$ cat src/rtl/sensor_scheduler.sv
// Shares one sensor decoder between buffered one-shot host requests and a periodic
// continuous-monitoring poll, with a per-job timeout and a held response port.
module sensor_scheduler #(
   parameter int POLL_PERIOD    = 50_000_000,
   parameter int TIMEOUT_CYCLES = 100_000_000
) (
   input  logic        clock,
   input  logic        reset_n,
   input  logic        host_valid,
   input  logic [7:0]  host_request,
   input  logic [31:0] host_device,
   output logic        host_ready,
   output logic        sd_enable,
   output logic [7:0]  sd_request,
   output logic [31:0] sd_device,
   input  logic        sd_finished,
   input  logic [7:0]  sd_data,
   output logic        rsp_valid,
   input  logic        rsp_ready,
   output logic [7:0]  rsp_code,
   output logic [7:0]  rsp_data,
   output logic        cont_active
);

   localparam int PW = (POLL_PERIOD > 1) ? $clog2(POLL_PERIOD) : 1;
   localparam int TW = (TIMEOUT_CYCLES > 1) ? $clog2(TIMEOUT_CYCLES) : 1;
   localparam logic [PW-1:0] POLL_LAST = PW'(POLL_PERIOD - 1);
   localparam logic [PW-1:0] POLL_ONE  = PW'(1);
   localparam logic [TW-1:0] TMO_LAST  = TW'(TIMEOUT_CYCLES - 1);
   localparam logic [TW-1:0] TMO_ONE   = TW'(1);

   localparam logic [1:0] IDLE    = 2'd0;
   localparam logic [1:0] BUSY    = 2'd1;
   localparam logic [1:0] RESPOND = 2'd2;

   localparam logic [7:0] CODE_START_T = 8'h03;
   localparam logic [7:0] CODE_START_H = 8'h04;
   localparam logic [7:0] CODE_STOP_T  = 8'h05;
   localparam logic [7:0] CODE_STOP_H  = 8'h06;
   localparam logic [7:0] CODE_TIMEOUT = 8'hFF;

   logic [1:0]    state_r;
   logic [7:0]    buf_code_r;
   logic [31:0]   buf_device_r;
   logic [7:0]    tag_r;
   logic [7:0]    cont_code_r;
   logic [31:0]   cont_device_r;
   logic          poll_pending_r;
   logic [PW-1:0] poll_cnt_r;
   logic [TW-1:0] tmo_cnt_r;

   logic          is_local_s;
   logic          take_host_s;
   logic          take_poll_s;
   logic          start_s;
   logic          stop_s;
   logic          poll_wrap_s;
   logic [7:0]    poll_code_s;

   // Dispatch decisions made from IDLE; a full host buffer always beats a pending poll.
   always_comb begin
      is_local_s  = 1'b0;
      poll_code_s = 8'h01;
      case (buf_code_r)
         CODE_START_T, CODE_START_H, CODE_STOP_T, CODE_STOP_H: is_local_s = 1'b1;
         default:                                             is_local_s = 1'b0;
      endcase
      take_host_s = (state_r == IDLE) && !host_ready;
      take_poll_s = (state_r == IDLE) && host_ready && poll_pending_r;
      start_s     = take_host_s && ((buf_code_r == CODE_START_T) || (buf_code_r == CODE_START_H));
      stop_s      = take_host_s &&
                    (((buf_code_r == CODE_STOP_T) && (cont_code_r == CODE_START_T)) ||
                     ((buf_code_r == CODE_STOP_H) && (cont_code_r == CODE_START_H)));
      poll_wrap_s = cont_active && (poll_cnt_r == POLL_LAST);
      if (cont_code_r == CODE_START_H) begin
         poll_code_s = 8'h02;
      end else begin
         poll_code_s = 8'h01;
      end
   end

   // One-entry host buffer; host_ready doubles as the "buffer empty" flag.
   always_ff @(posedge clock or negedge reset_n) begin
      if (!reset_n) begin
         host_ready   <= 1'b1;
         buf_code_r   <= 8'h00;
         buf_device_r <= 32'h0000_0000;
      end else if (take_host_s) begin
         host_ready <= 1'b1;
      end else if (host_valid && host_ready) begin
         host_ready   <= 1'b0;
         buf_code_r   <= host_request;
         buf_device_r <= host_device;
      end
   end

   // Continuous job registers and poll timer; a timer wrap outranks a poll dispatch clearing the flag.
   always_ff @(posedge clock or negedge reset_n) begin
      if (!reset_n) begin
         cont_active    <= 1'b0;
         cont_code_r    <= 8'h00;
         cont_device_r  <= 32'h0000_0000;
         poll_pending_r <= 1'b0;
         poll_cnt_r     <= '0;
      end else if (start_s) begin
         cont_active    <= 1'b1;
         cont_code_r    <= buf_code_r;
         cont_device_r  <= buf_device_r;
         poll_pending_r <= 1'b1;
         poll_cnt_r     <= '0;
      end else if (stop_s) begin
         cont_active    <= 1'b0;
         poll_pending_r <= 1'b0;
         poll_cnt_r     <= '0;
      end else begin
         if (!cont_active || poll_wrap_s) begin
            poll_cnt_r <= '0;
         end else begin
            poll_cnt_r <= poll_cnt_r + POLL_ONE;
         end
         if (poll_wrap_s) begin
            poll_pending_r <= 1'b1;
         end else if (take_poll_s) begin
            poll_pending_r <= 1'b0;
         end
      end
   end

   // Job sequencer: issue to the decoder, supervise the timeout, hold the response until accepted.
   always_ff @(posedge clock or negedge reset_n) begin
      if (!reset_n) begin
         state_r    <= IDLE;
         tag_r      <= 8'h00;
         tmo_cnt_r  <= '0;
         sd_enable  <= 1'b0;
         sd_request <= 8'h00;
         sd_device  <= 32'h0000_0000;
         rsp_valid  <= 1'b0;
         rsp_code   <= 8'h00;
         rsp_data   <= 8'h00;
      end else begin
         case (state_r)
            IDLE: begin
               if (take_host_s && is_local_s) begin
                  rsp_code  <= buf_code_r;
                  rsp_data  <= 8'h00;
                  rsp_valid <= 1'b1;
                  state_r   <= RESPOND;
               end else if (take_host_s) begin
                  sd_request <= buf_code_r;
                  sd_device  <= buf_device_r;
                  tag_r      <= buf_code_r;
                  sd_enable  <= 1'b1;
                  tmo_cnt_r  <= '0;
                  state_r    <= BUSY;
               end else if (take_poll_s) begin
                  sd_request <= poll_code_s;
                  sd_device  <= cont_device_r;
                  tag_r      <= cont_code_r;
                  sd_enable  <= 1'b1;
                  tmo_cnt_r  <= '0;
                  state_r    <= BUSY;
               end
            end
            BUSY: begin
               if (sd_finished) begin
                  rsp_code  <= tag_r;
                  rsp_data  <= sd_data;
                  rsp_valid <= 1'b1;
                  sd_enable <= 1'b0;
                  state_r   <= RESPOND;
               end else if (tmo_cnt_r == TMO_LAST) begin
                  rsp_code  <= CODE_TIMEOUT;
                  rsp_data  <= sd_request;
                  rsp_valid <= 1'b1;
                  sd_enable <= 1'b0;
                  state_r   <= RESPOND;
               end else begin
                  tmo_cnt_r <= tmo_cnt_r + TMO_ONE;
               end
            end
            RESPOND: begin
               if (rsp_ready) begin
                  rsp_valid <= 1'b0;
                  state_r   <= IDLE;
               end
            end
            default: begin
               sd_enable <= 1'b0;
               rsp_valid <= 1'b0;
               state_r   <= IDLE;
            end
         endcase
      end
   end

endmodule

$ cat config.mk
export PLATFORM = sky130hd
export DESIGN_NAME = sensor_scheduler
export DESIGN_NICKNAME = d
export VERILOG_FILES = /design/src/rtl/sensor_scheduler.sv
export SDC_FILE = /design/constraint.sdc
export NUM_CORES = 1
export LEC_CHECK = 0
export ABC_AREA = 1
export CAP_MARGIN = 20
export CORE_MARGIN = 3
export CORE_UTILIZATION = 56
export CTS_CLUSTER_SIZE = 30
export DETAILED_ROUTE_END_ITERATION = 8
export PLACE_DENSITY = 0.88
export REMOVE_ABC_BUFFERS = 1
export SYNTH_ARGS = -nofsm -noshare
export SYNTH_HDL_FRONTEND = slang
export SYNTH_SLANG_ARGS = --single-unit
$ cat constraint.sdc
create_clock -name clock -period 2.37 [get_ports clock]
set_clock_uncertainty 0.15 [all_clocks]
set_input_delay 0.474 -clock clock [delete_from_list [all_inputs] [get_ports clock]]
set_output_delay 0.474 -clock clock [all_outputs]
set_load 0.05 [all_outputs]
# [Yosys cells after proc, flatten, opt, wreduce, memory -nomap -nowiden]
# Index checks and enable logic that the tools add are counted.
[totals] regBits=204 input_bits=53
[classes] add_sub_neg=2 n_reduce_logical=29 n_eq_ne=18 n_bitwise=3 n_mux=51
[op_table] cell="2-to-1 mux 27 bit" n=5
[op_table] cell="2-to-1 mux 8 bit" n=10
[op_table] cell="2-to-1 mux 26 bit" n=3
[op_table] cell="2-to-1 mux 32 bit" n=2
[op_table] cell="one-hot mux 27 bit (2 select lines)" n=1
[op_table] cell="== test 8 x 3 -> 1 bit (second input constant)" n=4
[op_table] cell="one-hot mux 8 bit (2 select lines)" n=2
[op_table] cell="adder 27 x 1 -> 27 bit (second input constant)" n=1
[op_table] cell="== test 27 bit (second input constant)" n=1
[op_table] cell="adder 26 x 1 -> 26 bit (second input constant)" n=1
[op_table] cell="== test 26 bit (second input constant)" n=1
[op_table] cell="2-to-1 mux 1 bit" n=18
[op_table] cell="== test 8 x 2 -> 1 bit (second input constant)" n=2
[op_table] cell="2-to-1 mux 2 bit" n=7
[op_table] cell="AND reduction 3 bit" n=4
[op_table] cell="logical AND 1 bit" n=10
[op_table] cell="!= test 2 bit (second input constant)" n=4
[op_table] cell="nonzero test 2 bit" n=4
[op_table] cell="!= test 3 bit (second input constant)" n=2
[op_table] cell="one-hot mux 1 bit (3 select lines)" n=2
[op_table] cell="one-hot mux 2 bit (3 select lines)" n=1
[op_table] cell="AND reduction 5 bit" n=1
[op_table] cell="!= test 4 x 3 -> 1 bit (second input constant)" n=1
[op_table] cell="AND reduction 4 bit" n=1
[op_table] cell="10 further kinds" n=15

# [Longest topological paths before layout]
[depth] depth_word=7 ltp_mapped=12 ltp_nobuf=11

# [Worst setup path before layout]
# OpenSTA, ideal clock, no wires.
[synth_timing] path_kind="reg2reg" startpoint="reg tmo_cnt_r[0]" endpoint="reg rsp_code[0]" synth_period_minus_slack_ns=1.809 t_required_ns=2.101 t_arrival_ns=1.540 setup_time_ns=0.119 path_slack_ns=0.561 stages_incl_launch_ff=13 path_cell_list="dfrtp_1 ha_1 nand2_2 nor2_4 nand2_4 nor2_4 nand2_2 nand2_4 buf_12 nand2_8 buf_6 nand2_2 nand2_1"
[synth_between] elab_chain_cells=3
[synth_rtl] element="start: declaration" line="50" rtl="logic [TW-1:0] tmo_cnt_r;"
[synth_rtl] element="start signal: assignment" line="179" rtl="tmo_cnt_r <= tmo_cnt_r + TMO_ONE;"
[synth_rtl] element="== test 27 bit" line="172" rtl="end else if (tmo_cnt_r == TMO_LAST) begin"
[synth_rtl] element="!= test 3 bit (no source line)"
[synth_rtl] element="AND reduction 3 bit (no source line)"
[synth_rtl] element="end signal: assignment" line="145" rtl="rsp_code <= buf_code_r;"
[synth_rtl] element="end signal: assignment" line="167" rtl="rsp_code <= tag_r;"
[synth_rtl] element="end: declaration" line="20" rtl="output logic [7:0] rsp_code,"
# No other way between the ends.
# A chain may end at the register's enable or synchronous reset.

# [Worst setup path in the final report]
[layout_timing] startpoint="reg sd_device[12]" endpoint="out sd_device[12]"
[layout_rtl] element="start: declaration" line="15" rtl="output logic [31:0] sd_device,"
[layout_rtl] element="start signal: assignment" line="151" rtl="sd_device <= buf_device_r;"
[layout_rtl] element="start signal: assignment" line="158" rtl="sd_device <= cont_device_r;"
# No word-level cell between the ends.

==> summary by stage <==
Run status
The run finished with clean final reports.

Clock tree
The sink count of the clock tree is 204. CTS built an H-tree with a depth of 1. Clock tree synthesis selected as its root buffer the cell sky130_fd_sc_hd__clkbuf_16.

After clock tree synthesis, the clock-pin slew on the worst setup and hold paths is 0.06 ns. The longest clock path from root to sink contains 3 buffers. Counting the buffers created by CTS gives 22. The TritonCTS clock tree is built.

The clock latency on the worst-skew pair is 0.53 ns. The post-CTS setup-driven buffer insertion count is 0.

Route
The number of detailed-route iterations in the first pass is 7. The overall via count from detail_route is 8354. The final antenna-violating net count is 0. In the final routed layout, each cell accounts on average for 16.26 µm. The post-detailed-route DRC marker count is 0. The overall routed net length is 24990 µm. The detailed router finished its first iteration with 499 violations. The number of vias per cell after detailed routing is 5.435.

Synth
The mean instance size in the synthesized netlist is 8.257 µm². The number of unique standard cell types used by synthesis is 35. Counting every instance in the synthesized netlist gives 1189. The register bit total from synthesis is 204. sky130_fd_sc_hd__dfrtp_1 takes more of the synthesized area than any other cell. Counting flops with an async set or reset pin after synthesis yields a share of 1.000. The fraction of post-synthesis cell area in the top cell type by area is 0.5174. The share of the yosys chip area belonging to registers is 0.5201. The most frequently used flop master after synthesis is sky130_fd_sc_hd__dfrtp_1. The count of flip-flops with a built-in enable after synthesis is 0. During synthesis, Yosys emitted a total of 0 warnings. Yosys attributes the largest share of cell area to sky130_fd_sc_hd__dfrtp_1, sky130_fd_sc_hd__nand2_1, sky130_fd_sc_hd__nor2_1, sky130_fd_sc_hd__inv_1, sky130_fd_sc_hd__nand3_1. The cell area after synthesis is 0.009818 mm².

STA
The max-slew violation total from the final report is 0. The post-route setup TNS is 0 ns. The final critical delay including setup and external delays is 2.343 ns. Headroom to the max-slew limit came out at 0.6107. The number of setup violations in the final report is 0. Dividing the final minimum period by the clock period gives 0.9885. The transition time at the pin with the least slew margin is 0.5821 ns. The highest clock rate is 0.4268 GHz. The final hold violation count is 0. The setup slack after layout is 0.02725 ns.

Hold is met by 0.3292 ns.

Worst setup path
Traced cell by cell, the critical path runs through clkdlybuf4s50_1. The worst setup path is captured at a primary output. Data arrives at the worst endpoint at 1.72 ns.

The number of cells traversed by the worst register-to-register path is 8. STA classifies the critical path startpoint as a register. The gate family responsible for the most delay along the worst path is buffers and inverters. The cell count along the critical path is 1. For this run, the slowest stage of the critical path takes 0.82 ns. Along the worst path, the maximum fanout reaches 2. STA puts the critical path data required time at 1.75 ns. The kind of critical path is reg -> out. The slowest cell on the critical path is sky130_fd_sc_hd__clkdlybuf4s50_1.

The number of buffers and inverters on the critical path is 1.

Final layout
The final layout net count is 1355. The area overhead of the layout relative to synthesis is 22.48%. The share of final-layout standard cells stronger than drive strength 1 is 0.09498. The commonest non-fill, non-tap cell in the layout is sky130_fd_sc_hd__nand2_1. The library cells used most frequently in the layout, excluding fill and tap cells, are sky130_fd_sc_hd__nand2_1, sky130_fd_sc_hd__dfrtp_1, sky130_fd_sc_hd__nor2_1. The number of inserted filler cells in the final layout is 1204.

Global routing
The maximum number of pins on one net before global-route repair is 63. The number of antenna violations at the first check in global routing came to 1. The via count of the first global-routing pass is 8553. The first global-routing pass estimated 41430 µm of wire. Global routing finished with a remaining overflow of 0. The total routing usage reported by global routing is 0.2586.

Power
Of the total power, the share spent switching nets is 0.4141. In this run the power density over the cells is 1194 mW/mm². The sequential fraction of design power is 0.358.

Of the total power, combinational logic draws 0.390. The worst supply voltage drop on vdd is 0.0009049 V. In this run the power spent charging and discharging nets is 5.947 mW.

The share of total power in the clock network is 0.252. For this design the static power due to leakage is 6.035 nW. Internal power comes to 8.416 mW.

Hold path
The path class of the lowest-slack min-delay path is reg -> reg. The number of cells on the worst hold path is 2.

Floorplan
The floorplan step defined a core boundary enclosing 0.01688 mm². The top-level I/O count is 113. The die boundary height is 138.4 µm.

The starting density of the core is 0.5817. The die is 138.4 µm wide. The die area is 0.01916 mm². The total number of placement rows is 47.

Placement
Detailed placement finished with a half-perimeter wire length of 16410 µm. The number of port buffers is 112. The global placement routability congestion is 0.9135. The worst slack at placement is 0.3038 ns.

Run
The reported max-cap violation count is 0.
[area by class of cell]
cell class                      instances  area [µm²]  share of cell area
Timing Repair Buffer                  132        1414              0.1176
Clock inverter                          5       80.08            0.006659
Antenna cell                            1       2.502           0.0002081
Inverter                              131       491.7             0.04089
Sequential cell                       204        5106              0.4246
Tap cell                              220       275.3             0.02289
Multi-Input combinational cell        809        3946              0.3282
Clock buffer                           35       709.4             0.05899
[metrics by stage]
step,cell area (µm²),util,instances,power (mW)
floorplan,9542,-,1144,8.581
global placement,11180,0.6625,1495,10.53
detailed placement,11180,0.6625,1495,10.73
CTS,11970,0.7094,1536,14.39
global route,12030,0.7125,1537,15.05
finish,12030,0.7125,1537,14.36
[cells by family after synthesis]
kind of cell    after synthesis  synth area share
flops                       204            0.5201
mux                          31           0.03555
simple gates                627            0.2679
buf+inv                     176           0.07825
compound gates              126           0.07519
fa+ha+maj                     2          0.002548
xor+xnor                     23           0.02052
[worst paths after layout]
| kind | to | start | slack (ns) |
|---|---|---|---|
| setup / recovery | sd_device[12] | sd_device[12] | 0.03 |
| hold / removal | sd_device[14] | sd_device[14] | 0.33 |
| setup reg to reg | poll_cnt_r[17] | poll_cnt_r[0] | 0.21 |
| hold reg to reg | sd_device[14] | sd_device[14] | 0.33 |
| max in group asynchronous | buf_device_r[5] | reset_n | 1.03 |
| min in group asynchronous | sd_enable | reset_n | 0.36 |
[metal layers]
| metal | share of wire | routed length, µm | track usage | vias to the layer above |
|---|---|---|---|---|
| li1 | - | - | - | 3997 |
| met1 | 0.41 | 10270 | 0.3332 | 3998 |
| met2 | 0.49 | 12220 | 0.4399 | 286 |
| met3 | 0.065 | 1627 | 0.04903 | 73 |
| met4 | 0.035 | 867 | 0.09256 | 0 |
| met5 | 0 | 0 | 0 | - |
[cell usage after synthesis (2+ instances only)]
cell type / instances
sky130_fd_sc_hd__nand2_1: 360
sky130_fd_sc_hd__dfrtp_1: 203
sky130_fd_sc_hd__nor2_1: 121
sky130_fd_sc_hd__inv_1: 120
sky130_fd_sc_hd__nand3_1: 88
sky130_fd_sc_hd__o21ai_0: 61
sky130_fd_sc_hd__o211ai_1: 35
sky130_fd_sc_hd__mux2_2: 31
sky130_fd_sc_hd__nor3_1: 24
sky130_fd_sc_hd__a21oi_1: 22
sky130_fd_sc_hd__clkbuf_1: 17
sky130_fd_sc_hd__xor2_1: 17
sky130_fd_sc_hd__buf_2: 13
sky130_fd_sc_hd__nand2_2: 13
sky130_fd_sc_hd__inv_2: 10
sky130_fd_sc_hd__nand4_1: 10
sky130_fd_sc_hd__buf_4: 8
sky130_fd_sc_hd__buf_6: 6
sky130_fd_sc_hd__xnor2_1: 6
sky130_fd_sc_hd__nor2_4: 4
sky130_fd_sc_hd__a22oi_1: 3
sky130_fd_sc_hd__a21o_1: 2
sky130_fd_sc_hd__ha_1: 2
sky130_fd_sc_hd__nand2_4: 2
[power by group through the flow]
stage               registers [mW]  clock network, mW  logic [mW]
floorplan                     6.38                  0        2.21
global placement              5.11                  0        5.42
detailed placement            5.13                  0        5.59
CTS                           5.11               3.66        5.62
global route                  5.22               3.81        6.02
finish                        5.14               3.62        5.61
[state kept, by name (all words and copies together), names as in the netlist]
register and count:
buf_device_r 32, cont_device_r 32, sd_enable 1, sd_device 32
sd_request 8, poll_cnt_r 26, tmo_cnt_r 27, cont_active 1
poll_pending_r 1, host_ready 1, state_r 2, rsp_data 8
rsp_valid 1, rsp_code 8, buf_code_r 8, cont_code_r 8
tag_r 8
[repair_timing]
item | CTS | global route
setup endpoints to repair | 7 | 20
gates resized for setup | 7 | 20
pin swaps | 0 | 0
hold buffers | 1 | 0
endpoints found under the hold margin | 56 | 0
No activity file was read; power rests on OpenSTA's default activity.
